`config.mk`:
```
export PLATFORM = sky130hd
export DESIGN_NAME = sysarr_tile_sequencer_flat
export DESIGN_NICKNAME = d
export VERILOG_FILES = /design/src/rtl/sysarr_tile_sequencer_if.sv /design/src/rtl/sysarr_tile_sequencer.sv /design/src/flat_wrapper.sv
export SDC_FILE = /design/constraint.sdc
export NUM_CORES = 1
export LEC_CHECK = 0
export BUFFER_PORTS_ARGS = -buffer_cell sky130_fd_sc_hd__buf_2
export CORE_MARGIN = 4
export CORE_UTILIZATION = 30
export CTS_CLUSTER_DIAMETER = 120
export DETAILED_ROUTE_END_ITERATION = 8
export HOLD_SLACK_MARGIN = 0.08
export SYNTH_ARGS = -nofsm -noshare
export SYNTH_HDL_FRONTEND = slang
export SYNTH_SLANG_ARGS = --single-unit
```
`constraint.sdc`:
```
create_clock -name clk -period 2.4 [get_ports clk]
set_input_delay 0.12 -clock clk [delete_from_list [all_inputs] [get_ports clk]]
set_output_delay 0.12 -clock clk [all_outputs]
set_load 0.1 [all_outputs]
```
`src/rtl/sysarr_tile_sequencer_if.sv`:
```
// -----------------------------------------------------------------------------
// sysarr_tile_sequencer_if
// Row-level bus between the scratchpad/DMA row sources, the tile sequencer
// and the systolic array memory-side port.
//   Source side : w_valid/w_ready/w_data (weight rows),
//                 in_valid/in_ready/in_data/ps_data (input + partial rows)
//   Array side  : weight_en, input_en, partial_en, row_in_en, row_ps_en,
//                 array_in, array_in_partials (sequencer -> array)
//                 drained, out_en, row_out (array -> sequencer)
// Modports: master = sequencer, slave = surrounding sources/array.
// -----------------------------------------------------------------------------
interface sysarr_tile_sequencer_if #(
  parameter int N  = 4,
  parameter int DW = 16
);
  localparam int RW = (N > 1) ? $clog2(N) : 1;

  logic            w_valid;
  logic            w_ready;
  logic [N*DW-1:0] w_data;
  logic            in_valid;
  logic            in_ready;
  logic [N*DW-1:0] in_data;
  logic [N*DW-1:0] ps_data;
  logic            weight_en;
  logic            input_en;
  logic            partial_en;
  logic [RW-1:0]   row_in_en;
  logic [RW-1:0]   row_ps_en;
  logic [N*DW-1:0] array_in;
  logic [N*DW-1:0] array_in_partials;
  logic            drained;
  logic            out_en;
  logic [RW-1:0]   row_out;

  modport master (
    input  w_valid, w_data, in_valid, in_data, ps_data, drained, out_en, row_out,
    output w_ready, in_ready, weight_en, input_en, partial_en,
           row_in_en, row_ps_en, array_in, array_in_partials
  );

  modport slave (
    output w_valid, w_data, in_valid, in_data, ps_data, drained, out_en, row_out,
    input  w_ready, in_ready, weight_en, input_en, partial_en,
           row_in_en, row_ps_en, array_in, array_in_partials
  );
endinterface

```
`src/rtl/sysarr_tile_sequencer.sv`:
```
// -----------------------------------------------------------------------------
// sysarr_tile_sequencer
// Feeds the systolic array memory-side port: loads N weight rows (N-1 down to
// 0), inserts one mandatory bubble, streams N input/partial rows (0 to N-1)
// with a programmable idle gap after each row, waits for the array to drain,
// and repeats for num_tiles tiles. Output rows returned by the array are
// checked for in-order arrival.
// Ports:
//   clk, nRST            clock, asynchronous active-low reset
//   start, abort         start pulse (IDLE only), abort to IDLE (any state)
//   reload_each, gap,    configuration latched on an accepted start
//   num_tiles
//   bus (master)         source handshakes and array-side row bus
//   busy, done           not-idle flag, one-cycle completion pulse
//   tile_idx             number of completed tiles in the current run
//   err_row_order        sticky out-of-order output row flag
// Optional build macro SYSARR_SEQ_PERF_EN adds perf_stall (LOAD_W/STREAM
// cycles with valid low) and perf_cycles (busy cycles), cleared on start.
// -----------------------------------------------------------------------------
module sysarr_tile_sequencer #(
  parameter int N      = 4,
  parameter int DW     = 16,
  parameter int GAP_W  = 3,
  parameter int TILE_W = 8
) (
  input  logic                    clk,
  input  logic                    nRST,
  input  logic                    start,
  input  logic                    abort,
  input  logic                    reload_each,
  input  logic [GAP_W-1:0]        gap,
  input  logic [TILE_W-1:0]       num_tiles,
  sysarr_tile_sequencer_if.master bus,
  output logic                    busy,
  output logic                    done,
  output logic [TILE_W-1:0]       tile_idx,
  output logic                    err_row_order
`ifdef SYSARR_SEQ_PERF_EN
  ,
  output logic [31:0]             perf_stall,
  output logic [31:0]             perf_cycles
`endif
);

  localparam int RW = (N > 1) ? $clog2(N) : 1;
  localparam logic [RW-1:0] ROW_LAST = RW'(N - 1);

  typedef enum logic [2:0] {
    S_IDLE, S_LOAD_W, S_BUBBLE, S_STREAM, S_GAP, S_DRAIN, S_DONE
  } state_t;

  state_t            state_q, state_d;
  logic              reload_q, reload_d;
  logic [GAP_W-1:0]  gap_cfg_q, gap_cfg_d;
  logic [TILE_W-1:0] ntiles_q, ntiles_d;
  logic [TILE_W-1:0] tile_idx_q, tile_idx_d;
  logic              err_q, err_d;
  logic [RW-1:0]     row_q, row_d;
  logic [GAP_W-1:0]  gap_cnt_q, gap_cnt_d;
  logic [1:0]        drain_cnt_q, drain_cnt_d;
  logic [RW-1:0]     exp_row_q, exp_row_d;
  logic              done_q, done_d;
  logic              busy_q, busy_d;
  logic              weight_en_q, weight_en_d;
  logic              input_en_q, input_en_d;
  logic              partial_en_q, partial_en_d;
  logic [RW-1:0]     row_in_q, row_in_d;
  logic [RW-1:0]     row_ps_q, row_ps_d;
  logic [N*DW-1:0]   arr_in_q, arr_in_d;
  logic [N*DW-1:0]   arr_ps_q, arr_ps_d;
  logic [TILE_W:0]   tile_next_s;
`ifdef SYSARR_SEQ_PERF_EN
  logic [31:0]       perf_stall_q, perf_stall_d;
  logic [31:0]       perf_cycles_q, perf_cycles_d;
`endif

  // Ready depends on state only so sources never see a valid->ready loop.
  assign bus.w_ready           = (state_q == S_LOAD_W);
  assign bus.in_ready          = (state_q == S_STREAM);
  assign bus.weight_en         = weight_en_q;
  assign bus.input_en          = input_en_q;
  assign bus.partial_en        = partial_en_q;
  assign bus.row_in_en         = row_in_q;
  assign bus.row_ps_en         = row_ps_q;
  assign bus.array_in          = arr_in_q;
  assign bus.array_in_partials = arr_ps_q;
  assign busy                  = busy_q;
  assign done                  = done_q;
  assign tile_idx              = tile_idx_q;
  assign err_row_order         = err_q;
`ifdef SYSARR_SEQ_PERF_EN
  assign perf_stall            = perf_stall_q;
  assign perf_cycles           = perf_cycles_q;
`endif

  // Next-state, row issue, drain and output-order logic.
  always_comb begin
    state_d      = state_q;
    reload_d     = reload_q;
    gap_cfg_d    = gap_cfg_q;
    ntiles_d     = ntiles_q;
    tile_idx_d   = tile_idx_q;
    err_d        = err_q;
    row_d        = row_q;
    gap_cnt_d    = gap_cnt_q;
    drain_cnt_d  = drain_cnt_q;
    exp_row_d    = exp_row_q;
    done_d       = 1'b0;
    weight_en_d  = 1'b0;
    input_en_d   = 1'b0;
    partial_en_d = 1'b0;
    row_in_d     = '0;
    row_ps_d     = '0;
    arr_in_d     = '0;
    arr_ps_d     = '0;
    tile_next_s  = {1'b0, tile_idx_q} + {{TILE_W{1'b0}}, 1'b1};
`ifdef SYSARR_SEQ_PERF_EN
    perf_stall_d  = perf_stall_q + {31'd0,
                    ((state_q == S_LOAD_W) && !bus.w_valid) ||
                    ((state_q == S_STREAM) && !bus.in_valid)};
    perf_cycles_d = perf_cycles_q + {31'd0, (state_q != S_IDLE)};
`endif

    // Expected-row counter advances on every output row, even a wrong one,
    // so a single swap flags once without desynchronising the rest.
    if (bus.out_en) begin
      err_d     = err_q | (bus.row_out != exp_row_q);
      exp_row_d = (exp_row_q == ROW_LAST) ? '0 : exp_row_q + RW'(1);
    end else begin
      exp_row_d = exp_row_q;
    end

    if (abort) begin
      state_d = S_IDLE;
    end else begin
      case (state_q)
        S_IDLE: begin
          if (start) begin
            reload_d    = reload_each;
            gap_cfg_d   = gap;
            ntiles_d    = num_tiles;
            tile_idx_d  = '0;
            err_d       = 1'b0;
            exp_row_d   = '0;
            row_d       = ROW_LAST;
            drain_cnt_d = 2'd0;
            done_d      = (num_tiles == '0);
            state_d     = (num_tiles == '0) ? S_DONE : S_LOAD_W;
`ifdef SYSARR_SEQ_PERF_EN
            perf_stall_d  = 32'd0;
            perf_cycles_d = 32'd0;
`endif
          end else begin
            state_d = S_IDLE;
          end
        end
        S_LOAD_W: begin
          if (bus.w_valid) begin
            weight_en_d = 1'b1;
            row_in_d    = row_q;
            arr_in_d    = bus.w_data;
            if (row_q == '0) begin
              state_d = S_BUBBLE;
            end else begin
              row_d = row_q - RW'(1);
            end
          end else begin
            state_d = S_LOAD_W;
          end
        end
        S_BUBBLE: begin
          row_d   = '0;
          state_d = S_STREAM;
        end
        S_STREAM: begin
          if (bus.in_valid) begin
            input_en_d   = 1'b1;
            partial_en_d = 1'b1;
            row_in_d     = row_q;
            row_ps_d     = row_q;
            arr_in_d     = bus.in_data;
            arr_ps_d     = bus.ps_data;
            if (row_q == ROW_LAST) begin
              drain_cnt_d = 2'd0;
              state_d     = S_DRAIN;
            end else begin
              row_d     = row_q + RW'(1);
              gap_cnt_d = gap_cfg_q;
              state_d   = (gap_cfg_q != '0) ? S_GAP : S_STREAM;
            end
          end else begin
            state_d = S_STREAM;
          end
        end
        S_GAP: begin
          if (gap_cnt_q <= GAP_W'(1)) begin
            state_d = S_STREAM;
          end else begin
            gap_cnt_d = gap_cnt_q - GAP_W'(1);
          end
        end
        S_DRAIN: begin
          // The first two drain cycles ignore drained, which may still be
          // high from before the last rows reached the array.
          if (drain_cnt_q != 2'd2) begin
            drain_cnt_d = drain_cnt_q + 2'd1;
          end else if (bus.drained) begin
            tile_idx_d  = tile_next_s[TILE_W-1:0];
            exp_row_d   = '0;
            drain_cnt_d = 2'd0;
            if (tile_next_s < {1'b0, ntiles_q}) begin
              row_d   = reload_q ? ROW_LAST : '0;
              state_d = reload_q ? S_LOAD_W : S_STREAM;
            end else begin
              done_d  = 1'b1;
              state_d = S_DONE;
            end
          end else begin
            state_d = S_DRAIN;
          end
        end
        S_DONE: begin
          state_d = S_IDLE;
        end
        default: begin
          state_d = S_IDLE;
        end
      endcase
    end

    busy_d = (state_d != S_IDLE);
  end

  // State and registered outputs.
  always_ff @(posedge clk or negedge nRST) begin
    if (!nRST) begin
      state_q       <= S_IDLE;
      reload_q      <= 1'b0;
      gap_cfg_q     <= '0;
      ntiles_q      <= '0;
      tile_idx_q    <= '0;
      err_q         <= 1'b0;
      row_q         <= '0;
      gap_cnt_q     <= '0;
      drain_cnt_q   <= 2'd0;
      exp_row_q     <= '0;
      done_q        <= 1'b0;
      busy_q        <= 1'b0;
      weight_en_q   <= 1'b0;
      input_en_q    <= 1'b0;
      partial_en_q  <= 1'b0;
      row_in_q      <= '0;
      row_ps_q      <= '0;
      arr_in_q      <= '0;
      arr_ps_q      <= '0;
`ifdef SYSARR_SEQ_PERF_EN
      perf_stall_q  <= 32'd0;
      perf_cycles_q <= 32'd0;
`endif
    end else begin
      state_q       <= state_d;
      reload_q      <= reload_d;
      gap_cfg_q     <= gap_cfg_d;
      ntiles_q      <= ntiles_d;
      tile_idx_q    <= tile_idx_d;
      err_q         <= err_d;
      row_q         <= row_d;
      gap_cnt_q     <= gap_cnt_d;
      drain_cnt_q   <= drain_cnt_d;
      exp_row_q     <= exp_row_d;
      done_q        <= done_d;
      busy_q        <= busy_d;
      weight_en_q   <= weight_en_d;
      input_en_q    <= input_en_d;
      partial_en_q  <= partial_en_d;
      row_in_q      <= row_in_d;
      row_ps_q      <= row_ps_d;
      arr_in_q      <= arr_in_d;
      arr_ps_q      <= arr_ps_d;
`ifdef SYSARR_SEQ_PERF_EN
      perf_stall_q  <= perf_stall_d;
      perf_cycles_q <= perf_cycles_d;
`endif
    end
  end

endmodule

```
`src/flat_wrapper.sv`:
```
// flat-port wrapper written by rule: the top's interface ports become plain ports
module sysarr_tile_sequencer_flat 
#(
  parameter int N      = 4,
  parameter int DW     = 16,
  parameter int GAP_W  = 3,
  parameter int TILE_W = 8
)
  (clk, nRST, start, abort, reload_each, gap, num_tiles, busy, done, tile_idx, err_row_order, bus_w_valid, bus_w_data, bus_in_valid, bus_in_data, bus_ps_data, bus_drained, bus_out_en, bus_row_out, bus_w_ready, bus_in_ready, bus_weight_en, bus_input_en, bus_partial_en, bus_row_in_en, bus_row_ps_en, bus_array_in, bus_array_in_partials);
  sysarr_tile_sequencer_if #(.N(N), .DW(DW)) bus_i ();
  input  logic clk;
  input  logic nRST;
  input  logic start;
  input  logic abort;
  input  logic reload_each;
  input  logic [GAP_W-1:0] gap;
  input  logic [TILE_W-1:0] num_tiles;
  output logic busy;
  output logic done;
  output logic [TILE_W-1:0] tile_idx;
  output logic err_row_order;
  input wire logic [$bits(bus_i.w_valid)-1:0] bus_w_valid;
  input wire logic [$bits(bus_i.w_data)-1:0] bus_w_data;
  input wire logic [$bits(bus_i.in_valid)-1:0] bus_in_valid;
  input wire logic [$bits(bus_i.in_data)-1:0] bus_in_data;
  input wire logic [$bits(bus_i.ps_data)-1:0] bus_ps_data;
  input wire logic [$bits(bus_i.drained)-1:0] bus_drained;
  input wire logic [$bits(bus_i.out_en)-1:0] bus_out_en;
  input wire logic [$bits(bus_i.row_out)-1:0] bus_row_out;
  output wire logic [$bits(bus_i.w_ready)-1:0] bus_w_ready;
  output wire logic [$bits(bus_i.in_ready)-1:0] bus_in_ready;
  output wire logic [$bits(bus_i.weight_en)-1:0] bus_weight_en;
  output wire logic [$bits(bus_i.input_en)-1:0] bus_input_en;
  output wire logic [$bits(bus_i.partial_en)-1:0] bus_partial_en;
  output wire logic [$bits(bus_i.row_in_en)-1:0] bus_row_in_en;
  output wire logic [$bits(bus_i.row_ps_en)-1:0] bus_row_ps_en;
  output wire logic [$bits(bus_i.array_in)-1:0] bus_array_in;
  output wire logic [$bits(bus_i.array_in_partials)-1:0] bus_array_in_partials;
  assign bus_i.w_valid = bus_w_valid;
  assign bus_i.w_data = bus_w_data;
  assign bus_i.in_valid = bus_in_valid;
  assign bus_i.in_data = bus_in_data;
  assign bus_i.ps_data = bus_ps_data;
  assign bus_i.drained = bus_drained;
  assign bus_i.out_en = bus_out_en;
  assign bus_i.row_out = bus_row_out;
  assign bus_w_ready = bus_i.w_ready;
  assign bus_in_ready = bus_i.in_ready;
  assign bus_weight_en = bus_i.weight_en;
  assign bus_input_en = bus_i.input_en;
  assign bus_partial_en = bus_i.partial_en;
  assign bus_row_in_en = bus_i.row_in_en;
  assign bus_row_ps_en = bus_i.row_ps_en;
  assign bus_array_in = bus_i.array_in;
  assign bus_array_in_partials = bus_i.array_in_partials;
  sysarr_tile_sequencer #(.N(N), .DW(DW), .GAP_W(GAP_W), .TILE_W(TILE_W)) u_core (.clk(clk), .nRST(nRST), .start(start), .abort(abort), .reload_each(reload_each), .gap(gap), .num_tiles(num_tiles), .bus(bus_i), .busy(busy), .done(done), .tile_idx(tile_idx), .err_row_order(err_row_order));
endmodule
```
## Word level (Yosys, flattened, before mapping)

Index checks and enable logic that the tools add are counted.

| cells by class | value |
|---|---|
| $add $sub $neg | 6 |
| order comparisons | 2 |
| equality and inequality tests | 20 |
| mux-type cells | 74 |
| bitwise logic cells | 2 |
| reductions and logical operators | 14 |

Operators by type and width:

| cell | number |
|---|---|
| 2-to-1 mux 64 bit | 6 |
| one-hot mux 64 bit (2 select lines) | 1 |
| 2-to-1 mux 2 bit | 26 |
| 2-to-1 mux 3 bit | 15 |
| 2-to-1 mux 8 bit | 3 |
| != test 2 bit, second input constant | 9 |
| one-hot mux 3 bit (6 select lines) | 1 |
| one-hot mux 8 bit (2 select lines) | 1 |
| 2-to-1 mux 1 bit | 15 |
| one-hot mux 2 bit (5 select lines) | 1 |
| AND reduction 10 bit | 1 |
| AND reduction 5 bit | 2 |
| adder 8 x 1 -> 9 bit, second input constant | 1 |
| less-than comparator 9 x 8 -> 1 bit | 1 |
| nonzero test 3 bit | 3 |
| logical NOT 8 bit | 1 |
| one-hot mux 2 bit (2 select lines) | 2 |
| adder 2 x 1 -> 2 bit, second input constant | 3 |
| equality test 3 x 2 -> 1 bit, second input constant | 2 |
| equality test 3 bit, second input constant | 2 |
| one-hot mux 2 bit (3 select lines) | 1 |
| one-hot mux 3 bit (2 select lines) | 1 |
| AND reduction 6 bit | 1 |
| nonzero test 5 bit | 1 |
| 15 further kinds | 18 |

| storage, ports and cells | value |
|---|---|
| register bits after elaboration | 169 |
| input port bits | 214 |
| output and inout bits | 148 |
| word-level logic and storage cells | 136 |

## Longest topological paths before layout

Gate-level depths: netlist (run 1).

| depth | value |
|---|---|
| depth in word-level cells | 8 |
| depth in mapped cells | 11 |
| mapped depth without buffers | 11 |

## Least setup slack after synthesis (run 1)

No wires, ideal clock.

| path | value |
|---|---|
| kind | register to register |
| start | register u_core.tile_idx_q[2], in the netlist u_core.tile_idx[2] |
| end | register u_core.row_q[1] |
| setup time | 128 ps |
| data arrival time | 3,225 ps |
| required time | 2,272 ps |
| setup slack | -953 ps |
| stages on the path, launching flop included | 12 |
| buffers on the path | 0 |
| period minus slack after synthesis | 3,353 ps |
| cells stage by stage | dfrtp_1 -> and2_1 -> nand4_1 -> nor2_1 -> xor2_1 -> ha_1 -> and3_1 -> a221oi_1 -> o21ai_1 -> o31ai_1 -> nand2_1 -> mux2_1 |

| on the way | value |
|---|---|
| longest elaborated chain between the ends | 4 |

Ends and longest elaborated chain:

| item | RTL line | text |
|---|---|---|
| from (decl) | sysarr_tile_sequencer.sv:56 | `logic [TILE_W-1:0] tile_idx_q, tile_idx_d;` |
| from (signal assigned) | sysarr_tile_sequencer.sv:265 | `tile_idx_q <= tile_idx_d;` |
| adder 8 x 1 -> 9 bit | sysarr_tile_sequencer.sv:116 | `tile_next_s = {1'b0, tile_idx_q} + {{TILE_W{1'b0}}, 1'b1};` |
| less-than comparator 9 x 8 -> 1 bit | sysarr_tile_sequencer.sv:211 | `if (tile_next_s < {1'b0, ntiles_q}) begin` |
| != test 2 x 1 -> 1 bit (no line) | n/a |  |
| AND reduction 10 bit (no line) | n/a |  |
| to (signal assigned) | sysarr_tile_sequencer.sv:267 | `row_q <= row_d;` |
| to (decl) | sysarr_tile_sequencer.sv:58 | `logic [RW-1:0] row_q, row_d;` |

Every way passes these cells.
A chain may end at the register's enable or synchronous reset.

## Worst setup path in the final report (run 1)

Same ends and word-level chain as after synthesis.

==> impl_metrics.json, run 1 <==
{
  "run_status": "finished, violations left",
  "violations": "negative setup slack",
  "synthToLayoutAreaGrowth_pct": 74.6,
  "cap_violations": 0,
  "cp_data_required_time_ns": 2.70,
  "slew_headroom_pct": 62.4,
  "ys.flop_type": "sky130_fd_sc_hd__dfrtp_1",
  "ys_types": 52,
  "final-instance-count-excl-fill": 1486,
  "detailed_place_hpwl_mm": 17.4,
  "grt_overflow": 0,
  "initial_utilization_pct": 30.3,
  "antenna_left": 0,
  "fin_worst_hold_slack_ns": 0.224,
  "synth_top_cells_by_count": "169 x sky130_fd_sc_hd__dfrtp_1, 80 x sky130_fd_sc_hd__nor2_1, 70 x sky130_fd_sc_hd__and3_1",
  "grt_setup_unrepaired": "true",
  "grt_start_max_net_pins": 77,
  "yosys.cell_count.top_type": "sky130_fd_sc_hd__dfrtp_1",
  "synth.net_count": 830,
  "die_area_mm2": 0.0253,
  "wire_length_of_the_first_global_routing_pass_mm": 41.5,
  "hold_viol": 0,
  "grt_use_met3_pct": 5.46,
  "timing_worst_setup_path_type": "reg2reg",
  "syn-instance-count": 605,
  "finClkSkew_ns": 0.00991,
  "number_of_antenna_violations_at_the_first_check_in_global_routing": 1,
  "synth_edf_count": 0,
  "clockBufferDepth": 2,
  "rows": 55,
  "post-synth-top-area-fraction_pct": 61.7,
  "dr.pass1.iters": 6,
  "num_vias": 7112,
  "power_switching_uw": 1990,
  "postLayoutCoreUtil_pct": 53.0,
  "reg_area_mm2": 0.00425,
  "portBuffers": 361,
  "fin_ws_ns": -0.282,
  "cts_inserted_buffers": 17,
  "h-tree-depth": 4,
  "vdd.ir_drop.worst_mv": 0.375,
  "detail_route.wl_per_cell_um": 17.8,
  "routed_via_density": 4.79,
  "post_synth.cell_area_avg_um2": 11.3,
  "sequentialPowerShare_pct": 41.5,
  "multi_input_comb_area_mm2": 0.00240,
  "power_frac_clock_pct": 41.0,
  "hold_path_depth": 5,
  "switching_share_pct": 27.2,
  "setup_tns_after_final_layout_ns": -0.606,
  "route.detailed.drc": 0,
  "fp.dieH_um": 159,
  "r2r.worst_path.cells": 11,
  "critical_path_arrival_ns": 2.98,
  "die_width_um": 159,
  "max_slew.worst_pin.slew_ns": 0.560,
  "synth-warning-count": 0,
  "synthArstFlopShare_pct": 100,
  "via_count_of_the_first_global_routing_pass": 7517,
  "global_route.usage.total_pct": 20.5,
  "power_per_cell_area_mw_per_mm2": 612,
  "cts_tree": "built",
  "placement.setup.worst_slack_ns": -0.328,
  "yosys-top-cells-area": "sky130_fd_sc_hd__dfrtp_1 62%, sky130_fd_sc_hd__a22oi_1 7.0%, sky130_fd_sc_hd__and3_1 6.4%",
  "gr-usage-met1_pct": 24.1,
  "ios": 362,
  "first_iter_violations": 612,
  "groute.layer.met2.usage_pct": 35.1,
  "share_comb_of_total_power_pct": 17.5,
  "buffer_type_at_the_clock_tree_root": "sky130_fd_sc_hd__clkbuf_16",
  "globalRoute.busiestLayer": "met2",
  "leakagePower_uw": 0.00637,
  "place_congestion": 0.877,
  "core-area_mm2": 0.0226,
  "internal_power_uw": 5330,
  "final-max-slew-violation-count": 0,
  "finalSetupViolations": 4,
  "cts.clk_slew.worst_paths_ns": 0.07,
  "routed_wl_mm": 26.4,
  "period_minus_slack_ns": 2.68,
  "max_freq_ghz": 0.373,
  "placed_cells_incl_taps": 1237,
  "worstHoldPathType": "in2reg",
  "yosysTopAreaCell": "sky130_fd_sc_hd__dfrtp_1",
  "cts.sinks": 169,
  "netlist_area_mm2": 0.00685,
  "synth_seq_area_share_pct": 61.7,
  "cp-end-kind": "flip-flop",
  "filler_cell_count": 1921,
  "startpoint_type": "flip-flop",
  "ys_seq_elements": 169,
  "layout_worst_path_cycle_share_pct": 112,
  "drive_gt1_share_pct": 38.6,
  "worst_path_maximum_fanout": 2,
  "layout.nets": 1413,
  "clock_insertion_delay_worst_skew_ns": 0.42
}
==> critical path, stage by stage (launching register included) <==
cell and delay (ns):
sky130_fd_sc_hd__dfrtp_4 0.47, sky130_fd_sc_hd__and2_4 0.16, sky130_fd_sc_hd__nand4_1 0.11, sky130_fd_sc_hd__nor2_2 0.07, sky130_fd_sc_hd__xor2_2 0.18, sky130_fd_sc_hd__ha_1 0.32
sky130_fd_sc_hd__and3_4 0.16, sky130_fd_sc_hd__a221oi_2 0.23, sky130_fd_sc_hd__o21ai_1 0.12, sky130_fd_sc_hd__o31ai_1 0.25, sky130_fd_sc_hd__nand2_1 0.15, sky130_fd_sc_hd__mux2_4 0.32
==> metal layers <==
metal / vias to the layer above / wire length [um]
met4: 0 / 1030
met5: - / 0
met3: 72 / 1900
met1: 3400 / 10200
li1: 3290 / -
met2: 350 / 13300
==> through the flow <==
| stage | cell area (um^2) | total power, uW |
|---|---|---|
| 2_1_floorplan | 6870 | 3620 |
| 3_3_place_gp | 9110 | 4020 |
| 3_5_place_dp | 9110 | 4050 |
| 4_1_cts | 11900 | 7400 |
| 5_1_grt | 12000 | 7640 |
| 6_report | 12000 | 7330 |
==> cell usage in the layout (no fill, tap or decap), drive strengths merged, types with 4 or more instances in the layout <==
cell,Yosys,layout
nor2b,6,6
a21oi,11,11
inv,15,23
clkbuf,22,17
and3,70,70
bufinv,0,4
nand3,10,10
a21o,4,4
a22oi,64,64
nand4,4,4
a22o,5,5
dfrtp,169,169
dlygate4sd3,0,213
ha,11,11
o21ai,24,24
nand2,32,32
buf,21,394
nor2,80,80
nand2b,5,5
mux2,7,7
xnor2,6,6
==> final timing paths <==
check / from / end / slack [ns]
min in group asynchronous: nRST / u_core.bus.array_in_partials[40]$_DFF_PN0_ / 0.24
hold reg to reg: u_core.err_row_order$_DFF_PN0_ / u_core.err_row_order$_DFF_PN0_ / 0.52
hold / removal: bus_drained / u_core.state_q[1]$_DFF_PN0_ / 0.22
setup reg to reg: u_core.tile_idx[2]$_DFFE_PN0P_ / u_core.row_q[1]$_DFFE_PN0P_ / -0.28
setup / recovery: u_core.tile_idx[2]$_DFFE_PN0P_ / u_core.row_q[1]$_DFFE_PN0P_ / -0.28
max in group asynchronous: nRST / u_core.bus.array_in[19]$_DFF_PN0_ / 1.49
==> cell families (layout without fill, tap and decap cells) <==
logic type | Yosys count | after routing | synth area share (%)
XOR/XNOR | 9 | 9 | 1.15
buffers and inverters | 58 | 653 | 3.95
AND/OR/NAND/NOR | 225 | 225 | 16.8
AO/OA/AOI/OAI | 124 | 124 | 12.9
adder cells (fa/ha/maj) | 11 | 11 | 2.01
other | 0 | 1 | 0
multiplexers | 9 | 9 | 1.44
flip-flops | 169 | 169 | 61.7
==> area by class of cell <==
cell class,count,share of cell area [%]
diodes,1,0.0209
flip-flops and latches,169,35.5
clock buffers,17,3.56
inverters,15,0.471
repair buffers,607,35.6
well taps,285,2.98
clock inverters,14,1.76
multi-input cells,378,20.1
==> power groups by stage <==
stage	clock network, uW	registers (uW)	logic, uW
6_report	3000	3040	1280
5_1_grt	3190	3050	1390
3_3_place_gp	0	3090	936
2_1_floorplan	0	3230	388
4_1_cts	3090	3040	1270
3_5_place_dp	0	3090	954
==> state kept, by name (all words and copies together) (netlist names), 2 cells and up <==
register and count:
u_core.bus.array_in 64, u_core.tile_idx 8, u_core.state_q 3, u_core.bus.row_ps_en 2, u_core.bus.row_in_en 2, u_core.bus.array_in_partials 64, u_core.gap_cfg_q 3, u_core.exp_row_q 2
u_core.ntiles_q 8, u_core.gap_cnt_q 3, u_core.row_q 2, u_core.drain_cnt_q 2
==> what timing repair did <==
| action | in CTS | in global routing |
|---|---|---|
| resized for setup | 5 | 6 |
| buffers inserted | 1 | 3 |
| setup endpoints to repair | 6 | 15 |
| hold buffers | 213 | 0 |
| gates cloned | 0 | 0 |
| hold endpoints to repair | 195 | 0 |
| pin swaps | 6 | 7 |
No activity file was read; power rests on OpenSTA's default activity.
==> run 2, diff against run 1 <==
- CORE_ASPECT_RATIO: default -> 1.2
==> run 2 against run 1 <==
  * The flow still finishes with violations (negative setup slack)
  * Combinational power about the same
  * Critical endpoint is now u_core.row_q[0]$_DFFE_PN0P_
  * Setup slack better by 0.032 ns
  * Sequential power hardly changed
  * Die area barely moved
  * Via count down 0.79%
  * Clock power is 11% lower
  * Sequential cell count did not move
  * Non-clock buffer count shrank 3
  * Clock-buffer cell count unchanged
  * Cell count is 0.54% lower
==> impl_metrics.json, run 2 (same netlist as run 1, synthesis figures left out) <==
{
  "finClkSkew_ns": 0.0173,
  "finalSetupViolations": 6,
  "power_frac_clock_pct": 38.4,
  "fp.dieH_um": 174,
  "post-layout-total-power_uw": 6990,
  "slew_headroom_pct": 54.4,
  "wire_length_of_the_first_global_routing_pass_mm": 41.6,
  "via_count_of_the_first_global_routing_pass": 7533,
  "power_switching_uw": 2050,
  "switching_share_pct": 29.4,
  "dr.pass1.iters": 4,
  "share_comb_of_total_power_pct": 18.2,
  "worstHoldPathType": "in2reg",
  "cts.sinks": 169,
  "routed_via_density": 4.77,
  "die_width_um": 146,
  "max_freq_ghz": 0.377,
  "layout.nets": 1410,
  "internal_power_uw": 4940,
  "cp-end-kind": "flip-flop",
  "power_per_cell_area_mw_per_mm2": 587,
  "most_common_library_cell_in_the_layout_ignoring_fill_and_taps": "sky130_fd_sc_hd__buf_2",
  "rows": 60,
  "globalRoute.busiestLayer": "met2",
  "clock_insertion_delay_worst_skew_ns": 0.42,
  "setup_tns_after_final_layout_ns": -0.652,
  "placed_cells_incl_taps": 1230,
  "fin_ws_ns": -0.250,
  "routed_wl_mm": 26.7,
  "cts.clk_slew.worst_paths_ns": 0.07,
  "cts_inserted_buffers": 17,
  "groute.layer.met2.usage_pct": 35.9,
  "layout_worst_path_cycle_share_pct": 110,
  "leakagePower_uw": 0.00635,
  "period_minus_slack_ns": 2.65,
  "place_congestion": 0.847,
  "violations": "negative setup slack",
  "buffer_type_at_the_clock_tree_root": "sky130_fd_sc_hd__clkbuf_16",
  "cts_tree": "built",
  "grt_overflow": 0,
  "antenna_left": 0,
  "gr-usage-met1_pct": 23.9,
  "max_slew.worst_pin.slew_ns": 0.685,
  "grt_use_met3_pct": 5.57,
  "grt_start_max_net_pins": 68,
  "detail_route.wl_per_cell_um": 18.0,
  "run_status": "finished, violations left",
  "final-max-slew-violation-count": 0,
  "final-instance-count-excl-fill": 1478,
  "timing_worst_setup_path_type": "reg2reg",
  "hold_viol": 0,
  "drive_gt1_share_pct": 39.0,
  "portBuffers": 361,
  "worst_path_maximum_fanout": 3,
  "number_of_antenna_violations_at_the_first_check_in_global_routing": 5,
  "clockBufferDepth": 2,
  "grt_setup_unrepaired": "true",
  "layout.cells.most_common_list": "360 x sky130_fd_sc_hd__buf_2, 212 x sky130_fd_sc_hd__dlygate4sd3_1, 162 x sky130_fd_sc_hd__dfrtp_1",
  "synthToLayoutAreaGrowth_pct": 73.7,
  "placement.setup.worst_slack_ns": -0.346,
  "cp_data_required_time_ns": 2.70,
  "global_route.usage.total_pct": 20.7,
  "sequentialPowerShare_pct": 43.4,
  "initial_utilization_pct": 30.5,
  "startpoint_type": "flip-flop",
  "vdd.ir_drop.worst_mv": 0.496,
  "detailed_place_hpwl_mm": 17.3,
  "ios": 362,
  "num_vias": 7056,
  "first_iter_violations": 332,
  "h-tree-depth": 4,
  "core-area_mm2": 0.0224,
  "die_area_mm2": 0.0253,
  "critical_path_arrival_ns": 2.95,
  "cap_violations": 0,
  "route.detailed.drc": 0
}
[run 2: power groups by stage]
stage	registers [uW]	logic [uW]	clock network, uW
floorplan	3230	388	0
global placement	3090	929	0
detailed placement	3090	937	0
CTS	3030	1250	2780
global route	3050	1390	2900
finish	3030	1270	2680
[run 2: path summary, 6_finish.rpt]
check,from,slack (ns),cells past startpoint,endpoint
min in group asynchronous,nRST,0.24,2,u_core.bus.array_in[53]$_DFF_PN0_
hold / removal,start,0.12,3,u_core.done$_DFF_PN0_
setup / recovery,u_core.tile_idx[2]$_DFFE_PN0P_,-0.25,11,u_core.row_q[0]$_DFFE_PN0P_
hold reg to reg,u_core.err_row_order$_DFF_PN0_,0.52,2,u_core.err_row_order$_DFF_PN0_
max in group asynchronous,nRST,1.44,3,u_core.drain_cnt_q[0]$_DFFE_PN0P_
setup reg to reg,u_core.tile_idx[2]$_DFFE_PN0P_,-0.25,11,u_core.row_q[0]$_DFFE_PN0P_
[run 2: worst max-delay path, stage by stage (launching register included)]
cell and delay, ns:
sky130_fd_sc_hd__dfrtp_4 0.41, sky130_fd_sc_hd__and2_4 0.15, sky130_fd_sc_hd__nand4_1 0.12, sky130_fd_sc_hd__nor2_2 0.16, sky130_fd_sc_hd__xor2_2 0.20, sky130_fd_sc_hd__ha_1 0.27
sky130_fd_sc_hd__and3_4 0.18, sky130_fd_sc_hd__a221oi_2 0.27, sky130_fd_sc_hd__o21ai_2 0.10, sky130_fd_sc_hd__o31ai_2 0.23, sky130_fd_sc_hd__nand2_1 0.14, sky130_fd_sc_hd__mux2_4 0.32
[run 2: layout make-up]
cell class | count | area (um^2)
clock buffer | 17 | 425
timing repair buffer | 604 | 4230
clock inverter | 15 | 151
fill | 1923 | 10500
multi-input combinational | 378 | 2430
sequential | 169 | 4250
tap | 279 | 349
inverter | 15 | 56.3
antenna | 1 | 2.50
[run 2: timing repair]
action                                  4_1_cts  5_1_grt
resized for setup                             7       10
setup buffers                                 0        3
endpoints found under the hold margin       200        0
pin swaps                                     7       12
cloned                                        0        0
endpoints found under the setup margin        6        6
hold buffers                                212        0
[run 2: layer usage]
layer | share of wire (%) | vias up
met4 | 3.4 | 8
met1 | 39 | 3379
met5 | 0.18 | -
met3 | 6.7 | 62
met2 | 51 | 311
li1 | - | 3296
[run 2: metrics by stage]
step	cell area (um^2)	util [%]	hold WS [ns]
floorplan	6870	-	-0.176
global placement	9100	40.5	0.128
detailed placement	9100	40.5	0.131
CTS	11800	52.7	0.0859
global route	11900	53.0	0.0933
finish	11900	53.0	0.123
==> run 3, diff against run 2 <==
- ABC_AREA: default -> 1
- GPL_TIMING_DRIVEN: default -> 0
- clock period: 2.4 -> 2.8 ns (I/O delays scaled with it)
==> run 3 against run 2 <==
  * Clock skew shrank 0.0056 ns
  * Critical endpoint unchanged
  * Largest cell class unchanged
  * The flow now finishes without violations
  * Highest routed layer is now met4
  * Via count about the same
  * Setup slack better by 0.55 ns
  * Hold slack got worse by 0.023 ns
  * Synthesized area is 1.3% higher
  * Register-to-register slack better by 0.55 ns
==> impl_metrics.json, run 3 <==
{
  "internal_power_uw": 4320,
  "clockBufferDepth": 2,
  "number_of_antenna_violations_at_the_first_check_in_global_routing": 0,
  "min_to": "u_core.bus.array_in[4]$_DFF_PN0_",
  "num_vias": 7053,
  "yosys-top-cells-area": "sky130_fd_sc_hd__dfrtp_1 61%, sky130_fd_sc_hd__nor2_1 8.4%, sky130_fd_sc_hd__a22oi_1 6.9%",
  "grt_overflow": 0,
  "rows": 60,
  "synth-warning-count": 0,
  "synthToLayoutAreaGrowth_pct": 70.4,
  "die_area_mm2": 0.0256,
  "vdd.ir_drop.worst_mv": 0.403,
  "netlist_area_mm2": 0.00694,
  "most_common_library_cell_in_the_layout_ignoring_fill_and_taps": "sky130_fd_sc_hd__buf_2",
  "finalSetupViolations": 0,
  "synth.net_count": 945,
  "synth_seq_area_share_pct": 61.0,
  "routed_via_density": 4.32,
  "reg2reg_from": "u_core.tile_idx[0]$_DFFE_PN0P_",
  "share_comb_of_total_power_pct": 22.8,
  "synth_edf_count": 0,
  "ys_types": 34,
  "die_width_um": 147,
  "via_count_of_the_first_global_routing_pass": 7296,
  "initial_utilization_pct": 30.7,
  "detailed_place_hpwl_mm": 17.3,
  "route.detailed.drc": 0,
  "global_route.usage.total_pct": 19.2,
  "layout.cells.most_common_list": "368 x sky130_fd_sc_hd__buf_2, 207 x sky130_fd_sc_hd__dlygate4sd3_1, 166 x sky130_fd_sc_hd__dfrtp_1",
  "cts.clk_slew.worst_paths_ns": 0.07,
  "power_per_cell_area_mw_per_mm2": 540,
  "dr.pass1.iters": 7,
  "period_minus_slack_ns": 2.50,
  "fin_worst_hold_slack_ns": 0.0999,
  "r2r.worst_path.cells": 17,
  "reg2reg_slack_ns": 0.30,
  "cts.sinks": 169,
  "postLayoutCoreUtil_pct": 52.3,
  "drive_gt1_share_pct": 32.8,
  "cp-end-kind": "flip-flop",
  "wire_length_of_the_first_global_routing_pass_mm": 38.9,
  "core-area_mm2": 0.0226,
  "synth_top_cells_by_count": "169 x sky130_fd_sc_hd__dfrtp_1, 156 x sky130_fd_sc_hd__nor2_1, 111 x sky130_fd_sc_hd__inv_1",
  "final-max-slew-violation-count": 0,
  "switching_share_pct": 32.3,
  "cts_inserted_buffers": 17,
  "power_frac_clock_pct": 35.5,
  "placed_cells_incl_taps": 1392,
  "routed_wl_mm": 25.5,
  "grt_start_max_net_pins": 86,
  "antenna_left": 0,
  "leakagePower_uw": 0.00648,
  "grt_setup_unrepaired": "false",
  "worstHoldPathType": "in2reg",
  "sequentialPowerShare_pct": 41.7,
  "h-tree-depth": 4,
  "slew_headroom_pct": 56.7,
  "worst_path_maximum_fanout": 6,
  "antenna-diode-count": 0,
  "cap_violations": 0,
  "synthArstFlopShare_pct": 100,
  "place_congestion": 0.867,
  "max_slew.worst_pin.slew_ns": 0.650,
  "critical_path_arrival_ns": 2.80,
  "buffer_type_at_the_clock_tree_root": "sky130_fd_sc_hd__clkbuf_16",
  "run_status": "finished, final reports clean",
  "yosys.cell_count.top_type": "sky130_fd_sc_hd__dfrtp_1",
  "ios": 362,
  "syn-instance-count": 720,
  "hold_path_depth": 3,
  "final-instance-count-excl-fill": 1631,
  "regToRegEndpoint": "u_core.row_q[0]$_DFFE_PN0P_",
  "ys_seq_elements": 169,
  "cp_data_required_time_ns": 3.10,
  "fp.dieH_um": 175,
  "layout_worst_path_cycle_share_pct": 89.4,
  "startpoint_type": "flip-flop",
  "timing_worst_setup_path_type": "reg2reg",
  "layout.nets": 1533,
  "post_synth.cell_area_avg_um2": 9.63,
  "cts_tree": "built",
  "min-delay-start": "bus_in_data[4]",
  "hold_viol": 0,
  "finClkSkew_ns": 0.0117,
  "max_freq_ghz": 0.399,
  "detail_route.wl_per_cell_um": 15.6,
  "portBuffers": 361,
  "power_switching_uw": 2060,
  "yosysTopAreaCell": "sky130_fd_sc_hd__dfrtp_1",
  "first_iter_violations": 392,
  "ys.flop_type": "sky130_fd_sc_hd__dfrtp_1",
  "clock_insertion_delay_worst_skew_ns": 0.42,
  "post-synth-top-area-fraction_pct": 61.0
}
[run 3: cell types whose count changed after synthesis, moves of 5 or more]
cell,delta
sky130_fd_sc_hd__buf_6,+5
sky130_fd_sc_hd__o22ai_1,+5
sky130_fd_sc_hd__nand2_1,+57
sky130_fd_sc_hd__clkbuf_1,-12
sky130_fd_sc_hd__mux2_2,-5
sky130_fd_sc_hd__a22o_1,-5
sky130_fd_sc_hd__nand2b_1,-5
sky130_fd_sc_hd__o21ai_0,+6
sky130_fd_sc_hd__o21ai_1,-7
sky130_fd_sc_hd__nor2_1,+76
sky130_fd_sc_hd__and3_1,-69
sky130_fd_sc_hd__inv_1,+98
[run 3: worst max path at each step]
stage | startpoint | to
after global placement | nRST | u_core.tile_idx[2]$_DFFE_PN0P_
after CTS | u_core.tile_idx[0]$_DFFE_PN0P_ | u_core.row_q[0]$_DFFE_PN0P_
final | u_core.tile_idx[0]$_DFFE_PN0P_ | u_core.row_q[0]$_DFFE_PN0P_
after detailed placement | u_core.tile_idx[0]$_DFFE_PN0P_ | u_core.row_q[0]$_DFFE_PN0P_
after global routing | u_core.tile_idx[0]$_DFFE_PN0P_ | u_core.row_q[1]$_DFFE_PN0P_
after floorplan | u_core.tile_idx[3]$_DFFE_PN0P_ | u_core.row_q[0]$_DFFE_PN0P_
[run 3: kinds of logic (layout without fill, tap and decap cells)]
family	count (synthesis)	in the layout	synth area share, %
buf+inv	147	748	9.16
fa+ha+maj	11	11	1.98
compound gates	106	106	10.2
simple gates	279	279	16.6
flops	169	169	61.0
xor+xnor	8	8	1.01
[run 3: per-layer routing]
metal,track usage (%),vias up,part of all wire [%]
li1,-,3437,-
met5,0,-,0
met4,6.67,0,3.0
met3,4.23,44,6.8
met2,34.7,289,52
met1,22.5,3283,38
[run 3: repair_timing]
| action | CTS | global route |
|---|---|---|
| setup buffers | 0 | 0 |
| hold endpoints to repair | 226 | 0 |
| setup endpoints to repair | 0 | 3 |
| resized for setup | 0 | 2 |
| hold buffers | 207 | 0 |
[run 3: worst max-delay path, stage by stage (launching register included)]
cell                      delay, ns
sky130_fd_sc_hd__dfrtp_2       0.43
sky130_fd_sc_hd__ha_1          0.21
sky130_fd_sc_hd__nand3_1       0.16
sky130_fd_sc_hd__nor2_2        0.14
sky130_fd_sc_hd__nand2_1       0.07
sky130_fd_sc_hd__xor2_1        0.19
sky130_fd_sc_hd__inv_1         0.07
sky130_fd_sc_hd__ha_1          0.28
sky130_fd_sc_hd__nand2_1       0.06
sky130_fd_sc_hd__nand2_1       0.05
sky130_fd_sc_hd__nand2_1       0.05
sky130_fd_sc_hd__nand2_1       0.05
sky130_fd_sc_hd__nor2_2        0.14
sky130_fd_sc_hd__nand2_1       0.11
sky130_fd_sc_hd__nand2_1       0.11
sky130_fd_sc_hd__nand2_1       0.12
sky130_fd_sc_hd__nand2_1       0.08
sky130_fd_sc_hd__o21ai_1       0.06
[run 3: power by group through the flow]
stage	Combinational [uW]	Clock (uW)	Sequential, uW
after global routing	1590	2430	2670
after floorplan	469	0	3030
after detailed placement	1200	0	2700
after CTS	1450	2340	2660
after global placement	1180	0	2700
final	1460	2270	2660
[run 3: through the flow]
step                      total power (uW)  setup slack [ns]  area, um^2  setup TNS, ns
after floorplan                       3500             0.105        6940              0
after global placement                3880             -1.45        9140        -188.94
after detailed placement              3900             0.265        9170              0
after CTS                             6450             0.247       11800              0
after global routing                  6690            0.0136       11800              0
final                                 6380             0.296       11800              0
[run 3: final cells by class]
cell class,count,area [um^2]
clock buffer,19,433
clock inverter,13,135
buffer,31,198
inverter,116,438
tap,310,388
timing repair buffer,569,3920
sequential,169,4230
multi-input combinational,404,2080
fill,2052,10800
